[config.mk]
export PLATFORM = sky130hd
export DESIGN_NAME = button_conditioner_flat
export DESIGN_NICKNAME = d
export VERILOG_FILES = /design/src/rtl/car_dash_pkg.sv /design/src/rtl/button_conditioner_if.sv /design/src/rtl/button_debounce.sv /design/src/rtl/button_conditioner.sv /design/src/flat_wrapper.sv
export SDC_FILE = /design/constraint.sdc
export NUM_CORES = 1
export LEC_CHECK = 0
export ABC_AREA = 1
export ABC_CLOCK_PERIOD_IN_PS = 1870
export BUFFER_PORTS_ARGS = -buffer_cell sky130_fd_sc_hd__buf_2
export CAP_MARGIN = 30
export CELL_PAD_IN_SITES_DETAIL_PLACEMENT = 1
export CELL_PAD_IN_SITES_GLOBAL_PLACEMENT = 1
export CORE_MARGIN = 4
export CORE_UTILIZATION = 46
export DETAILED_ROUTE_END_ITERATION = 12
export HOLD_SLACK_MARGIN = 0.15
export PLACE_DENSITY_LB_ADDON = 0.2
export RECOVER_POWER = 25
export SETUP_SLACK_MARGIN = 0.02
export SYNTH_ARGS = -nofsm -noshare
export SYNTH_HDL_FRONTEND = slang
export SYNTH_SLANG_ARGS = --single-unit
[constraint.sdc]
create_clock -name clk -period 1.87 [get_ports clk]
set_input_delay 0.2805 -clock clk [delete_from_list [all_inputs] [get_ports clk]]
set_output_delay 0.2805 -clock clk [all_outputs]
set_load 0.1 [all_outputs]
[src/rtl/car_dash_pkg.sv]
// Shared types for the dashboard button front end: debounce FSM states and
// the 2-bit button codes driven onto the button bus.
package car_dash_pkg;

    typedef enum logic [1:0] {
        IDLE,
        PRESS_WAIT,
        PRESSED,
        RELEASE_WAIT
    } db_state_e;

    localparam logic [1:0] BTN_NONE = 2'b00;
    localparam logic [1:0] BTN_0    = 2'b01;
    localparam logic [1:0] BTN_1    = 2'b10;

    // Both buttons down is not a legal code; it collapses to BTN_NONE.
    function automatic logic [1:0] encode_buttons(input logic [1:0] level);
        logic [1:0] code;
        code = BTN_NONE;
        case (level)
            2'b01:   code = BTN_0;
            2'b10:   code = BTN_1;
            default: code = BTN_NONE;
        endcase
        return code;
    endfunction

endpackage

[src/rtl/button_conditioner_if.sv]
// Button bus between the board pins, the conditioner and the menu logic.
// master: pin/stimulus side driving btn_raw; slave: the conditioner.
interface button_conditioner_if;

    logic [1:0] btn_raw;
    logic [1:0] Buttons;
    logic [1:0] press_pulse;
    logic       both_held;

    modport master (
        output btn_raw,
        input  Buttons,
        input  press_pulse,
        input  both_held
    );

    modport slave (
        input  btn_raw,
        output Buttons,
        output press_pulse,
        output both_held
    );

endinterface

[src/rtl/button_debounce.sv]
// One button: synchroniser, debounce FSM with saturating counter and, when
// AUTOREPEAT_EN is defined, the hold/auto-repeat counter.
module button_debounce
    import car_dash_pkg::*;
#(
    parameter int unsigned SYNC_STAGES     = 2,
    parameter int unsigned DEBOUNCE_CYCLES = 500000,
    parameter int unsigned HOLD_CYCLES     = 50000000,
    parameter int unsigned REPEAT_CYCLES   = 10000000
) (
    input  logic clk,
    input  logic rst_n,
    input  logic btn_raw_i,
`ifdef AUTOREPEAT_EN
    input  logic hold_clr_i,
`endif
    output logic level_o,
    output logic press_o
);

    localparam int unsigned DEB_W = $clog2(DEBOUNCE_CYCLES) + 1;
    localparam logic [DEB_W-1:0] DEB_LAST = DEB_W'(DEBOUNCE_CYCLES - 1);

    if (SYNC_STAGES < 2 || DEBOUNCE_CYCLES < 1 || HOLD_CYCLES < 1 || REPEAT_CYCLES < 1) begin : g_param_check
        $error("button_debounce: SYNC_STAGES>=2 and nonzero cycle counts required");
    end

    logic [SYNC_STAGES-1:0] sync_q;
    logic                   sync;
    db_state_e              state_q;
    logic [DEB_W-1:0]       cnt_q;
    logic                   acc_q;

    always_ff @(posedge clk or negedge rst_n) begin
        if (!rst_n) begin
            sync_q <= '0;
        end else begin
            sync_q <= {sync_q[SYNC_STAGES-2:0], btn_raw_i};
        end
    end

    assign sync = sync_q[SYNC_STAGES-1];

    // The count includes the sample that left IDLE/PRESSED, so a run of
    // DEBOUNCE_CYCLES stable samples is exactly what gets accepted.
    always_ff @(posedge clk or negedge rst_n) begin
        if (!rst_n) begin
            state_q <= IDLE;
            cnt_q   <= '0;
            acc_q   <= 1'b0;
        end else begin
            acc_q <= 1'b0;
            case (state_q)
                IDLE: begin
                    cnt_q <= '0;
                    if (sync) begin
                        if (DEBOUNCE_CYCLES == 1) begin
                            state_q <= PRESSED;
                            acc_q   <= 1'b1;
                        end else begin
                            state_q <= PRESS_WAIT;
                            cnt_q   <= DEB_W'(1);
                        end
                    end
                end
                PRESS_WAIT: begin
                    if (!sync) begin
                        state_q <= IDLE;
                        cnt_q   <= '0;
                    end else if (cnt_q == DEB_LAST) begin
                        state_q <= PRESSED;
                        acc_q   <= 1'b1;
                        cnt_q   <= '0;
                    end else if (cnt_q != '1) begin
                        cnt_q <= cnt_q + 1'b1;
                    end
                end
                PRESSED: begin
                    cnt_q <= '0;
                    if (!sync) begin
                        if (DEBOUNCE_CYCLES == 1) begin
                            state_q <= IDLE;
                        end else begin
                            state_q <= RELEASE_WAIT;
                            cnt_q   <= DEB_W'(1);
                        end
                    end
                end
                RELEASE_WAIT: begin
                    if (sync) begin
                        state_q <= PRESSED;
                        cnt_q   <= '0;
                    end else if (cnt_q == DEB_LAST) begin
                        state_q <= IDLE;
                        cnt_q   <= '0;
                    end else if (cnt_q != '1) begin
                        cnt_q <= cnt_q + 1'b1;
                    end
                end
                default: begin
                    state_q <= IDLE;
                    cnt_q   <= '0;
                end
            endcase
        end
    end

    assign level_o = (state_q == PRESSED) || (state_q == RELEASE_WAIT);

`ifdef AUTOREPEAT_EN
    localparam int unsigned HOLD_MAX = (HOLD_CYCLES > REPEAT_CYCLES) ? HOLD_CYCLES : REPEAT_CYCLES;
    localparam int unsigned HOLD_W   = $clog2(HOLD_MAX) + 1;
    localparam logic [HOLD_W-1:0] HOLD_LAST = HOLD_W'(HOLD_CYCLES - 1);
    localparam logic [HOLD_W-1:0] REP_LAST  = HOLD_W'(REPEAT_CYCLES - 1);

    logic [HOLD_W-1:0] hold_cnt_q;
    logic              rep_phase_q;
    logic              rep_q;

    // First strobe after HOLD_CYCLES in PRESSED, then one per REPEAT_CYCLES.
    always_ff @(posedge clk or negedge rst_n) begin
        if (!rst_n) begin
            hold_cnt_q  <= '0;
            rep_phase_q <= 1'b0;
            rep_q       <= 1'b0;
        end else begin
            rep_q <= 1'b0;
            if (state_q != PRESSED || hold_clr_i) begin
                hold_cnt_q  <= '0;
                rep_phase_q <= 1'b0;
            end else if (!rep_phase_q && hold_cnt_q == HOLD_LAST) begin
                rep_q       <= 1'b1;
                rep_phase_q <= 1'b1;
                hold_cnt_q  <= '0;
            end else if (rep_phase_q && hold_cnt_q == REP_LAST) begin
                rep_q      <= 1'b1;
                hold_cnt_q <= '0;
            end else if (hold_cnt_q != '1) begin
                hold_cnt_q <= hold_cnt_q + 1'b1;
            end
        end
    end

    assign press_o = acc_q | rep_q;
`else
    assign press_o = acc_q;
`endif

endmodule

[src/rtl/button_conditioner.sv]
// Dashboard 2-bit button front end: two debouncers, level encoding, strobe
// suppression and output registers. Optional auto-repeat via AUTOREPEAT_EN.
module button_conditioner
    import car_dash_pkg::*;
#(
    parameter int unsigned SYNC_STAGES     = 2,
    parameter int unsigned DEBOUNCE_CYCLES = 500000,
    parameter int unsigned HOLD_CYCLES     = 50000000,
    parameter int unsigned REPEAT_CYCLES   = 10000000
) (
    input  logic                 clk,
    input  logic                 rst_n,
    button_conditioner_if.slave  btn_bus
);

    logic [1:0] level;
    logic [1:0] press;
    logic [1:0] buttons_q;
    logic [1:0] press_pulse_q;
    logic       both_held_q;

    button_debounce #(
        .SYNC_STAGES     (SYNC_STAGES),
        .DEBOUNCE_CYCLES (DEBOUNCE_CYCLES),
        .HOLD_CYCLES     (HOLD_CYCLES),
        .REPEAT_CYCLES   (REPEAT_CYCLES)
    ) u_db0 (
        .clk        (clk),
        .rst_n      (rst_n),
        .btn_raw_i  (btn_bus.btn_raw[0]),
`ifdef AUTOREPEAT_EN
        .hold_clr_i (level[1]),
`endif
        .level_o    (level[0]),
        .press_o    (press[0])
    );

    button_debounce #(
        .SYNC_STAGES     (SYNC_STAGES),
        .DEBOUNCE_CYCLES (DEBOUNCE_CYCLES),
        .HOLD_CYCLES     (HOLD_CYCLES),
        .REPEAT_CYCLES   (REPEAT_CYCLES)
    ) u_db1 (
        .clk        (clk),
        .rst_n      (rst_n),
        .btn_raw_i  (btn_bus.btn_raw[1]),
`ifdef AUTOREPEAT_EN
        .hold_clr_i (level[0]),
`endif
        .level_o    (level[1]),
        .press_o    (press[1])
    );

    // The other bit's post-edge level also covers both entering PRESSED together.
    always_ff @(posedge clk or negedge rst_n) begin
        if (!rst_n) begin
            buttons_q     <= BTN_NONE;
            press_pulse_q <= '0;
            both_held_q   <= 1'b0;
        end else begin
            buttons_q        <= encode_buttons(level);
            both_held_q      <= &level;
            press_pulse_q[0] <= press[0] & ~level[1];
            press_pulse_q[1] <= press[1] & ~level[0];
        end
    end

    assign btn_bus.Buttons     = buttons_q;
    assign btn_bus.press_pulse = press_pulse_q;
    assign btn_bus.both_held   = both_held_q;

endmodule

[src/flat_wrapper.sv]
// flat-port wrapper written by rule: the top's interface ports become plain ports
module button_conditioner_flat import car_dash_pkg::*;
#(
    parameter int unsigned SYNC_STAGES     = 2,
    parameter int unsigned DEBOUNCE_CYCLES = 500000,
    parameter int unsigned HOLD_CYCLES     = 50000000,
    parameter int unsigned REPEAT_CYCLES   = 10000000
)
  (clk, rst_n, btn_bus_btn_raw, btn_bus_Buttons, btn_bus_press_pulse, btn_bus_both_held);
  button_conditioner_if btn_bus_i ();
  input  logic clk;
  input  logic rst_n;
  input wire logic [$bits(btn_bus_i.btn_raw)-1:0] btn_bus_btn_raw;
  output wire logic [$bits(btn_bus_i.Buttons)-1:0] btn_bus_Buttons;
  output wire logic [$bits(btn_bus_i.press_pulse)-1:0] btn_bus_press_pulse;
  output wire logic [$bits(btn_bus_i.both_held)-1:0] btn_bus_both_held;
  assign btn_bus_i.btn_raw = btn_bus_btn_raw;
  assign btn_bus_Buttons = btn_bus_i.Buttons;
  assign btn_bus_press_pulse = btn_bus_i.press_pulse;
  assign btn_bus_both_held = btn_bus_i.both_held;
  button_conditioner #(.SYNC_STAGES(SYNC_STAGES), .DEBOUNCE_CYCLES(DEBOUNCE_CYCLES), .HOLD_CYCLES(HOLD_CYCLES), .REPEAT_CYCLES(REPEAT_CYCLES)) u_core (.clk(clk), .rst_n(rst_n), .btn_bus(btn_bus_i));
endmodule
Word level (Yosys, flattened, before mapping):

Cells that the tools add are included.

* add/sub/neg operators: 2
* $mul: 0
* div/mod/pow operators: 0
* magnitude comparators: 0
* equality and inequality tests: 20
* shifts and indexed selects: 0
* multiplexer cells: 35
* bitwise gates (word level): 4
* reduce and logical (&&, ||, !) cells: 7

Operators with widths (count)
* 20-bit 2-to-1 mux: 8
* 20-bit one-hot mux with 4 select lines: 2
* 20-bit by 1-bit adder with 20-bit output (second input constant): 2
* 20-bit by 19-bit == test with 1-bit output (second input constant): 2
* 20-bit inequality test (second input constant): 2
* 2-bit 2-to-1 mux: 12
* 2-bit one-hot mux with 4 select lines: 2
* 3-bit inequality test (second input constant): 4
* 2-bit == test (second input constant): 5
* 1-bit 2-to-1 mux: 10
* 2-bit inequality test (second input constant): 4
* 4-bit AND reduction: 2
* 2-bit by 1-bit == test with 1-bit output (second input constant): 3
* 2-bit logical NOT: 2
* 2-bit one-hot mux with 2 select lines: 1
* 1-bit AND: 2
* 1-bit logical OR: 2
* 1-bit inverter: 2
* 2-bit AND reduction: 1

* register bits: 55
* bits in latches: 0
* memory bits (writable): 0
* ROM bits: 0
* input port bits: 4
* word-level logic and storage cells: 79
* memories kept: 0

Longest topological paths before layout:

Gate-level depths: netlist (run 1).

* word-level depth: 5
* gate-level depth with buffers: 10

Modules after synthesis:

From an unflattened synthesis (run 1), not the netlist that was laid out.

* cell total of the unflattened synthesis: 452
* area, all modules: 3260.6 µm²

By module, submodules not included
* button_debounce (u_core.u_db1): times used 1, cells an instance 223, area an instance 1561.5 µm², seq. area each 625.6 µm²
* button_debounce (u_core.u_db0): times used 1, cells an instance 214, area an instance 1536.5 µm², seq. area each 625.6 µm²
* button_conditioner: times used 1, cells an instance 15, area an instance 162.7 µm², seq. area each 125.1 µm²

Least setup slack after synthesis (run 1):

No wires, ideal clock.

* path type: register to register
* start: register u_core.u_db0.cnt_q[0]
* end: register u_core.u_db0.cnt_q[17]
* arrival time: 1.494 ns
* setup slack: 0.313 ns
* cell stages (with the launch flop): 10
* clock period less this slack: 1.557 ns
* cell sequence: dfrtp_1 -> ha_1 -> nand3_2 -> inv_1 -> nand3_1 -> nor2_1 -> nor2_1 -> buf_4 -> o21ai_0 -> inv_1

* longest elaborated chain between the ends: 5
* elaborated cells on any way between the ends: 8

Ends and longest elaborated chain
* start, declared: line button_debounce.sv:31 `logic [DEB_W-1:0] cnt_q;`
* start signal, assigned: line button_debounce.sv:75 `cnt_q <= cnt_q + 1'b1;`
* start signal, assigned: line button_debounce.sv:97 `cnt_q <= cnt_q + 1'b1;`
* 20-bit by 1-bit adder with 20-bit output or 20-bit inequality test (tied branches)
* 20-bit 2-to-1 mux: line button_debounce.sv:74, button_debounce.sv:96
* 20-bit 2-to-1 mux (*): line button_debounce.sv:93 `end else if (cnt_q == DEB_LAST) begin`
* 20-bit 2-to-1 mux (on tied branches): line button_debounce.sv:90, button_debounce.sv:67
* 20-bit one-hot mux with 4 select lines (*): line button_debounce.sv:53 `case (state_q)`

Every way passes the cells marked *; elsewhere a longest branch is shown, timed or not.
A chain may end at the register's enable or synchronous reset.

Worst setup path after layout (run 1):

* start: register u_core.u_db1.cnt_q[0]
* end: register u_core.u_db1.cnt_q[18]

* longest elaborated chain between the ends: 5
* elaborated cells on any way between the ends: 8

Ends and longest elaborated chain
* start, declared: line button_debounce.sv:31
* start signal, assigned: line button_debounce.sv:75
* start signal, assigned: line button_debounce.sv:97
* 20-bit by 1-bit adder with 20-bit output or 20-bit inequality test (tied branches)
* 20-bit 2-to-1 mux: line button_debounce.sv:74, button_debounce.sv:96
* 20-bit 2-to-1 mux (*): line button_debounce.sv:70 `end else if (cnt_q == DEB_LAST) begin`
* 20-bit 2-to-1 mux (on tied branches): line button_debounce.sv:90, button_debounce.sv:67
* 20-bit one-hot mux with 4 select lines (*): line button_debounce.sv:53

Marks and branches as above.

==> results.sh, run 1 <==
export IMPL_path_class="reg2reg"
export IMPL_power_switching_w=0.000498
export IMPL_end_kind="flip-flop"
export IMPL_critical_path_top_delay_family="simple AND/OR/NAND/NOR gates"
export IMPL_cp_slowest_stage_delay_ps=430
export IMPL_start_kind="flip-flop"
export IMPL_synth_cell_area_mm2=0.00315
export IMPL_die_area_mm2=0.00824
export IMPL_ys_types=27
export IMPL_critPathCapture="u_core.u_db1.cnt_q[18]$_DFF_PN0_"
export IMPL_r2r_start="u_core.u_db1.cnt_q[0]$_DFF_PN0_"
export IMPL_drt_iter0_markers=82
export IMPL_max_freq_mhz=583
export IMPL_n_fill_cell=856
export IMPL_coreArea_mm2=0.00649
export IMPL_portBuffers=8
export IMPL_drt_first_pass_iters=4
export IMPL_cp_slowest_cell="dfrtp_1"
export IMPL_worstSkewPairLatency_ps=310
export IMPL_routed_wl_um=8150
export IMPL_path_max_fanout=12
export IMPL_status="completed"
export IMPL_place_ws_ps=102
export IMPL_slew_violations=0
export IMPL_p_sw_share_pct=24.3
export IMPL_pwr_density_cell_mw_per_mm2=584
export IMPL_clock_power_share_pct=34.1
export IMPL_startpoint="u_core.u_db1.cnt_q[0]$_DFF_PN0_"
export IMPL_cp_required_ps=2100
export IMPL_grt_pass1_vias=3016
export IMPL_wl_per_cell_um=14.8
export IMPL_clock_sinks=55
export IMPL_r2r_slack_ps=150
export IMPL_ioPinCount=9
export IMPL_cp_depth=9
export IMPL_max_cap_violations=0
export IMPL_cts_buffer_depth=2
export IMPL_ctsHtreeMaxLevel=2
export IMPL_power_frac_seq_pct=59.6
export IMPL_gp_congestion=0.849
export IMPL_fin_util_pct=54.1
export IMPL_setup_viol=0
export IMPL_relSlewSlack_pct=48.6
export IMPL_critical_path_buf_inv_count=2
export IMPL_hold_viol=0
export IMPL_grt_usage_pct=20.6
export IMPL_drtAntennaViolNets=0
export IMPL_reg2reg_to="u_core.u_db1.cnt_q[18]$_DFF_PN0_"
export IMPL_combPwrFrac_pct=6.3
export IMPL_cp_cell_sequence="ha_2 > nand3_1 > inv_2 > nand3_1 > nor2_2 > nor2_2 > buf_6 > o21ai_0 > nor2_1"
export IMPL_cts_made_buffers=5
export IMPL_cts_tree="done"
export IMPL_min_period_over_period_pct=91.8
export IMPL_hold_path_class="reg2reg"
export IMPL_overflow=0
export IMPL_drc=0
export IMPL_clkTransAtPathRegs_ps=100
export IMPL_power_internal_w=0.00155
export IMPL_grt_pass1_wl_um=14000
export IMPL_rsz0062_at_grt="no"
export IMPL_period_needed_ps=1720
export IMPL_die_w_um=90.8
export IMPL_syn_nets=449
export IMPL_syn_inst=443
export IMPL_worstMarginPinSlew_ps=771
export IMPL_root_buffer="clkbuf_8"
export IMPL_drive_gt1_share_pct=12.9
export IMPL_setup_tns_ps=0
export IMPL_synth_avg_cell_area_um2=7.11
export IMPL_peakVddDrop_mv=0.374
export IMPL_antenna_cells=0
export IMPL_fin_nets=477
export IMPL_seq_area_frac_synth_pct=43.7
export IMPL_start_util_pct=48.5
export IMPL_vias_per_cell=5.37
export IMPL_synth_seq_cells=55
export IMPL_fp_row_count=29
export IMPL_fin_skew_ps=8.36
export IMPL_via_count=2949
export IMPL_antenna_found_initial=0
export IMPL_grt_max_degree=56
export IMPL_hpwl_um=6170
export IMPL_setup_ws_ps=154
export IMPL_leakage_nw=1.71
export IMPL_yosys_warnings=0
export IMPL_syn2layout_area_growth_pct=11.6
export IMPL_arrival_ps=1950
export IMPL_reg2reg_depth=9
export IMPL_die_y_um=90.8
[timing repair]
| item | CTS | global route |
|---|---|---|
| hold buffers | 3 | 0 |
| endpoints found under the setup margin | 0 | 21 |
| hold endpoints to repair | 57 | 0 |
| resized for setup | 0 | 8 |
| buffers inserted | 0 | 4 |
[Yosys cell counts]
library cell,count,area share (%)
a21oi_1,16,2.5
a31oi_1,2,0.40
buf_2,4,0.64
buf_4,3,0.71
buf_6,1,0.36
dfrtp_1,55,44
ha_1,2,0.79
inv_1,65,7.7
inv_2,2,0.24
nand2_1,115,14
nand2_2,4,0.79
nand3_1,35,5.6
nand3_2,3,0.95
nand3_4,1,0.56
nand3b_1,1,0.24
nand4_1,13,2.6
nor2_1,67,8.0
nor2_2,7,1.4
nor3_1,18,2.9
nor3_4,1,0.52
nor3b_1,2,0.48
nor4_1,3,0.60
o2111ai_1,1,0.28
o21a_1,1,0.24
o21ai_0,12,1.9
or2_2,3,0.60
xor2_1,6,1.7
[cell type report]
class                           instances  area [um^2]  area share [%]
Clock buffer                            7         86.3            2.46
Timing Repair Buffer                   29          209            5.95
Clock inverter                          1         8.76           0.249
Sequential cell                        55         1380            39.2
Tap cell                               77         96.3            2.74
Inverter                               67          251            7.16
Multi-Input combinational cell        313         1490            42.3
[kinds of logic (layout without fill, tap and decap cells)]
kind of cell	count (synthesis)	count (layout)	synth area share, %
simple gates	273	273	38.8
buf+inv	75	104	9.69
flops	55	55	43.7
compound gates	32	32	5.36
xor+xnor	6	6	1.67
fa+ha+maj	2	2	0.794
[per-stage QoR]
stage	instance area [um^2]	total power, W	instances	hold WS, ps
after detailed placement	3350	0.00138	534	304
after global placement	3350	0.00137	534	305
after global routing	3510	0.00215	549	375
final	3510	0.00205	549	360
after floorplan	3150	0.00131	443	-15.1
after CTS	3480	0.00209	545	360
[worst min path at each step]
stage                                           from                          endpoint  slack (ps)  cells after the start
CTS                 u_core.u_db1.sync_q[0]$_DFF_PN0_  u_core.u_db1.sync_q[1]$_DFF_PN0_         360                      0
floorplan                                      rst_n                         async pin         -20                      0
finish              u_core.u_db1.sync_q[0]$_DFF_PN0_  u_core.u_db1.sync_q[1]$_DFF_PN0_         360                      0
global placement                               rst_n  u_core.u_db1.cnt_q[15]$_DFF_PN0_         310                      2
detailed placement                             rst_n  u_core.u_db1.cnt_q[15]$_DFF_PN0_         300                      2
global route        u_core.u_db0.sync_q[0]$_DFF_PN0_  u_core.u_db0.sync_q[1]$_DFF_PN0_         380                      0
[power groups by stage]
stage               logic (W)  clock network, W  registers (W)
finish               0.000129          0.000699        0.00122
global route         0.000149          0.000774        0.00123
CTS                  0.000134          0.000729        0.00122
detailed placement   0.000129                 0        0.00125
global placement     0.000124                 0        0.00124
floorplan           0.0000630                 0        0.00124
[metal layers]
metal,vias up,share of wire (%),GRT usage [%]
met1,1452,42,24.4
li1,1452,-,-
met2,35,54,38.9
met5,-,0,0
met4,0,1.4,5.23
met3,10,2.0,2.58
[registers in the layout (all words and copies together), names as in the netlist, named ones only]
register	flops
u_core.btn_bus.both_held	1
u_core.u_db0.cnt_q	20
u_core.u_db1.cnt_q	20
u_core.btn_bus.press_pulse	2
u_core.u_db0.press_o	1
u_core.u_db0.state_q	1
u_core.u_db0.sync_q	2
u_core.u_db1.state_q	1
u_core.btn_bus.Buttons	2
u_core.u_db1.press_o	1
u_core.u_db1.sync_q	2
[cell usage in the layout, fill, tap and decap left out, types with 3 or more instances in the layout]
cell type / n
nor3_1: 17
a21oi_1: 16
nand2_1: 115
dfrtp_1: 55
or2_2: 3
clkbuf_8: 6
nand3_2: 3
buf_2: 8
nor2_2: 10
nand2_2: 4
o21ai_0: 12
inv_1: 64
nor4_1: 3
nand4_1: 13
inv_2: 3
nand3_1: 35
nor2_1: 64
buf_4: 16
xor2_1: 6
dlygate4sd3_1: 3
(Power assumes the default switching activity.)
==> run 2, diff against run 1 <==
Settings changed: CELL_PAD_IN_SITES_GLOBAL_PLACEMENT 1 to 2, CORE_UTILIZATION 46 to 36.
==> results.sh, run 2 (synthesis gave the netlist of run 1 again) <==
export IMPL_cp_slowest_stage_delay_ps=420
export IMPL_max_cap_violations=0
export IMPL_syn2layout_area_growth_pct=13.4
export IMPL_cts_tree="done"
export IMPL_relSlewSlack_pct=46.3
export IMPL_root_buffer="clkbuf_8"
export IMPL_grt_max_degree=56
export IMPL_setup_viol=0
export IMPL_clock_power_share_pct=35.5
export IMPL_worstMarginPinSlew_ps=805
export IMPL_drtAntennaViolNets=0
export IMPL_multi_input_area_mm2=0.00150
export IMPL_max_freq_mhz=580
export IMPL_worstSkewPairLatency_ps=320
export IMPL_die_area_mm2=0.0103
export IMPL_holdWs_ps=369
export IMPL_grt_usage_pct=17.7
export IMPL_arrival_ps=1970
export IMPL_min_period_over_period_pct=92.1
export IMPL_path_class="reg2reg"
export IMPL_dp_cells=562
export IMPL_clkTransAtPathRegs_ps=110
export IMPL_via_count=2885
export IMPL_hold_viol=0
export IMPL_cts_made_buffers=5
export IMPL_setup_tns_ps=0
export IMPL_routed_wl_um=8410
export IMPL_hold_path_class="reg2reg"
export IMPL_cp_cell_sequence="ha_1 > nand3_2 > inv_1 > nand3_1 > nor2_4 > nor2_4 > inv_1 > a21oi_1"
export IMPL_cp_required_ps=2110
export IMPL_power_switching_w=0.000542
export IMPL_antenna_found_initial=0
export IMPL_pwr_density_cell_mw_per_mm2=589
export IMPL_fin_nets=478
export IMPL_layout_area_seq_mm2=0.00138
export IMPL_wl_per_cell_um=14.6
export IMPL_slew_violations=0
export IMPL_antenna_cells=0
export IMPL_period_needed_ps=1720
export IMPL_drive_gt1_share_pct=13.5
export IMPL_path_max_fanout=8
export IMPL_overflow=0
export IMPL_drt_first_pass_iters=4
export IMPL_ioPinCount=9
export IMPL_drt_iter0_markers=92
export IMPL_gp_congestion=0.819
export IMPL_clock_sinks=55
export IMPL_power_frac_seq_pct=58.1
export IMPL_status="completed"
export IMPL_hpwl_um=6290
export IMPL_power_internal_w=0.00156
export IMPL_fin_skew_ps=17.4
export IMPL_fp_row_count=33
export IMPL_die_y_um=102
export IMPL_end_kind="flip-flop"
export IMPL_ctsHtreeMaxLevel=2
export IMPL_final_common_cell="nand2_1"
export IMPL_cp_slowest_cell="dfrtp_1"
export IMPL_rsz0062_at_grt="yes"
export IMPL_p_sw_share_pct=25.8
export IMPL_leakage_nw=1.72
export IMPL_grt_pass1_vias=2947
export IMPL_reg_top3="u_core.u_db0.cnt_q (20), u_core.u_db1.cnt_q (20)"
export IMPL_mostFrequentLayoutCells="115 x nand2_1, 64 x inv_1, 64 x nor2_1"
export IMPL_die_w_um=102
export IMPL_n_fill_cell=1090
export IMPL_coreArea_mm2=0.00838
export IMPL_start_util_pct=37.6
export IMPL_cts_buffer_depth=2
export IMPL_combPwrFrac_pct=6.4
export IMPL_vias_per_cell=4.99
export IMPL_final_cell_count_no_fill=578
export IMPL_start_kind="flip-flop"
export IMPL_portBuffers=8
export IMPL_drc=0
export IMPL_grt_pass1_wl_um=14500
export IMPL_peakVddDrop_mv=0.279
## run 2: routing by layer
metal	routed length (um)	GRT usage, %
met3	193	2.75
met2	3800	27.4
met1	4350	26.1
met4	65	3.99
met5	0	0
## run 2: layout make-up
| type | instances | share of cell area [%] |
|---|---|---|
| Multi-Input combinational cell | 313 | 41.9 |
| Sequential cell | 55 | 38.6 |
| Inverter | 67 | 7.04 |
| Timing Repair Buffer | 30 | 5.99 |
| Tap cell | 105 | 3.68 |
| Clock buffer | 6 | 2.31 |
| Clock inverter | 2 | 0.490 |
## run 2: critical path, delay by kind of cell, from the launching register on
family	cells	cell delay, ps
simple gates	4	520
flops	1	420
buf+inv	2	280
fa+ha+maj	1	270
compound gates	1	170
## run 2: per-stage QoR
step           area, um^2  total power [W]  utilization, %  setup slack (ps)
3_5_place_dp         3390          0.00138            40.4              17.6
5_1_grt              3570          0.00221            42.6              4.47
2_1_floorplan        3150          0.00131               -               313
6_report             3570          0.00211            42.6               147
4_1_cts              3520          0.00214            42.0              64.7
3_3_place_gp         3390          0.00137            40.4               104
## run 2: path summary, 6_finish.rpt
path / from / endpoint / slack [ps] / cells past startpoint
worst max-delay path: u_core.u_db1.cnt_q[0]$_DFF_PN0_ / u_core.u_db1.cnt_q[1]$_DFF_PN0_ / 150 / 8
worst min-delay path: u_core.u_db0.sync_q[0]$_DFF_PN0_ / u_core.u_db0.sync_q[1]$_DFF_PN0_ / 370 / 0
worst max register to register: u_core.u_db1.cnt_q[0]$_DFF_PN0_ / u_core.u_db1.cnt_q[1]$_DFF_PN0_ / 150 / 8
worst min register to register: u_core.u_db0.sync_q[0]$_DFF_PN0_ / u_core.u_db0.sync_q[1]$_DFF_PN0_ / 370 / 0
max in group asynchronous: rst_n / u_core.u_db1.cnt_q[9]$_DFF_PN0_ / 640 / 3
min in group asynchronous: rst_n / u_core.u_db0.cnt_q[3]$_DFF_PN0_ / 680 / 3
## run 2: repair_timing
item	4_1_cts	5_1_grt
resized for setup	2	9
buffers inserted	0	4
pin swaps	0	2
hold endpoints to repair	57	0
endpoints found under the setup margin	5	37
hold buffers	3	0
cloned	0	1
## run 2: power groups by stage
stage          clock [W]  sequential, W  combinational, W
2_1_floorplan          0        0.00124         0.0000630
3_3_place_gp           0        0.00125          0.000124
3_5_place_dp           0        0.00125          0.000128
4_1_cts         0.000786        0.00122          0.000135
5_1_grt         0.000822        0.00123          0.000157
6_report        0.000748        0.00122          0.000135
==> run 3, diff against run 2 <==
Settings changed: ABC_CLOCK_PERIOD_IN_PS 1870 to 1640, CORE_ASPECT_RATIO set to 2.
Clock period 1.87 ns to 1.64 ns, I/O delays scaled along.
==> results.sh, run 3 (synthesis gave the netlist of run 1 again) <==
export IMPL_status="completed"
export IMPL_path_max_fanout=3
export IMPL_worstSkewPairLatency_ps=290
export IMPL_setup_tns_ps=0
export IMPL_pwr_density_cell_mw_per_mm2=650
export IMPL_relSlewSlack_pct=46.0
export IMPL_cp_required_ps=1880
export IMPL_worstMarginPinSlew_ps=810
export IMPL_clock_sinks=55
export IMPL_slew_violations=0
export IMPL_holdWs_ps=363
export IMPL_end_kind="flip-flop"
export IMPL_cts_tree="done"
export IMPL_via_count=3216
export IMPL_reg_top3="u_core.u_db0.cnt_q (20), u_core.u_db1.cnt_q (20)"
export IMPL_fin_nets=521
export IMPL_vias_per_cell=5.22
export IMPL_peakVddDrop_mv=0.514
export IMPL_antenna_cells=0
export IMPL_n_fill_cell=1074
export IMPL_hold_viol=0
export IMPL_clkTransAtPathRegs_ps=70
export IMPL_routed_wl_um=10000
export IMPL_hold_path_class="reg2reg"
export IMPL_syn2layout_area_growth_pct=31.5
export IMPL_root_buffer="clkbuf_16"
export IMPL_wl_per_cell_um=16.3
export IMPL_arrival_ps=1770
export IMPL_die_area_mm2=0.0104
export IMPL_setup_viol=0
export IMPL_drt_first_pass_iters=4
export IMPL_drt_iter0_markers=75
export IMPL_max_cap_violations=0
export IMPL_grt_pass1_wl_um=15900
export IMPL_final_common_cell="nand2_1"
export IMPL_grt_usage_pct=20.6
export IMPL_reg2reg_depth=9
export IMPL_period_needed_ps=1530
export IMPL_path_class="reg2reg"
export IMPL_hpwl_um=7860
export IMPL_mostFrequentLayoutCells="111 x nand2_1, 63 x inv_1, 58 x nor2_1"
export IMPL_rsz0062_at_grt="yes"
export IMPL_ioPinCount=9
export IMPL_gp_congestion=0.890
export IMPL_grt_max_degree=56
export IMPL_grt_pass1_vias=3330
export IMPL_antenna_found_initial=0
export IMPL_overflow=0
export IMPL_start_util_pct=36.7
export IMPL_leakage_nw=1.98
export IMPL_start_kind="flip-flop"
export IMPL_coreArea_mm2=0.00859
export IMPL_die_y_um=140
export IMPL_layout_area_seq_mm2=0.00139
export IMPL_portBuffers=8
export IMPL_cts_buffer_depth=2
export IMPL_die_w_um=74.2
export IMPL_drc=0
export IMPL_cts_made_buffers=5
export IMPL_drtAntennaViolNets=0
export IMPL_min_period_over_period_pct=93.5
export IMPL_hold_path_cell_count=0
export IMPL_drive_gt1_share_pct=26.4
export IMPL_ctsHtreeMaxLevel=2
export IMPL_max_freq_mhz=652
export IMPL_multi_input_area_mm2=0.00166
export IMPL_fin_skew_ps=5.76
export IMPL_fin_util_pct=48.3
export IMPL_fp_row_count=48
run 3: timing repair:
item / CTS / global route
setup endpoints to repair: 36 / 43
setup buffers: 0 / 7
resized for setup: 13 / 41
hold endpoints to repair: 57 / 0
gates cloned: 0 / 0
pin swaps: 1 / 11
hold buffers: 3 / 0
run 3: layout make-up:
| cell class | instances | area share [%] |
|---|---|---|
| Multi-Input combinational cell | 313 | 40.1 |
| Inverter | 67 | 6.07 |
| Sequential cell | 55 | 33.5 |
| Clock buffer | 7 | 3.44 |
| Tap cell | 100 | 3.02 |
| Clock inverter | 1 | 0.211 |
| Timing Repair Buffer | 73 | 13.7 |
run 3: critical path, stage by stage, from the launching register on:
cell	delay (ps)
dfrtp_1	420
ha_4	170
inv_1	50
nor3_2	180
buf_4	150
nand3_2	70
or2_2	300
nand3_2	60
nand2_1	40
inv_1	40
run 3: metal layers:
metal | track usage [%] | vias to the layer above | part of all wire [%]
met5 | 0 | - | 0
met4 | 13.3 | 0 | 6.2
met3 | 1.94 | 34 | 0.89
met2 | 41.0 | 37 | 61
met1 | 17.8 | 1598 | 31
li1 | - | 1547 | -
run 3: power breakdown:
group	total, W	internal (W)	switching (W)
Clock	0.00111	0.000613	0.000498
Sequential	0.00140	0.00138	0.0000249
Combinational	0.000183	0.0000707	0.000113
Total	0.00269	0.00206	0.000635
run 3: path summary, 6_finish.rpt:
kind,start,to,slack [ps]
worst max-delay path,u_core.u_db1.cnt_q[1]$_DFF_PN0_,u_core.u_db1.cnt_q[14]$_DFF_PN0_,110
worst min-delay path,u_core.u_db1.sync_q[0]$_DFF_PN0_,u_core.u_db1.sync_q[1]$_DFF_PN0_,360
worst max register to register,u_core.u_db1.cnt_q[1]$_DFF_PN0_,u_core.u_db1.cnt_q[14]$_DFF_PN0_,110
worst min register to register,u_core.u_db1.sync_q[0]$_DFF_PN0_,u_core.u_db1.sync_q[1]$_DFF_PN0_,360
max in group asynchronous,rst_n,u_core.u_db0.cnt_q[10]$_DFF_PN0_,350
min in group asynchronous,rst_n,u_core.btn_bus.press_pulse[1]$_DFF_PN0_,690
run 3: metrics by stage:
stage | cells | area (um^2) | power (W) | worst slack [ps]
final | 616 | 4140 | 0.00269 | 106
after global routing | 616 | 4140 | 0.00284 | -2.16
after CTS | 609 | 3960 | 0.00273 | 22.8
after detailed placement | 598 | 3720 | 0.00159 | -102
after global placement | 598 | 3720 | 0.00158 | -59.9
after floorplan | 443 | 3150 | 0.00149 | 82.5
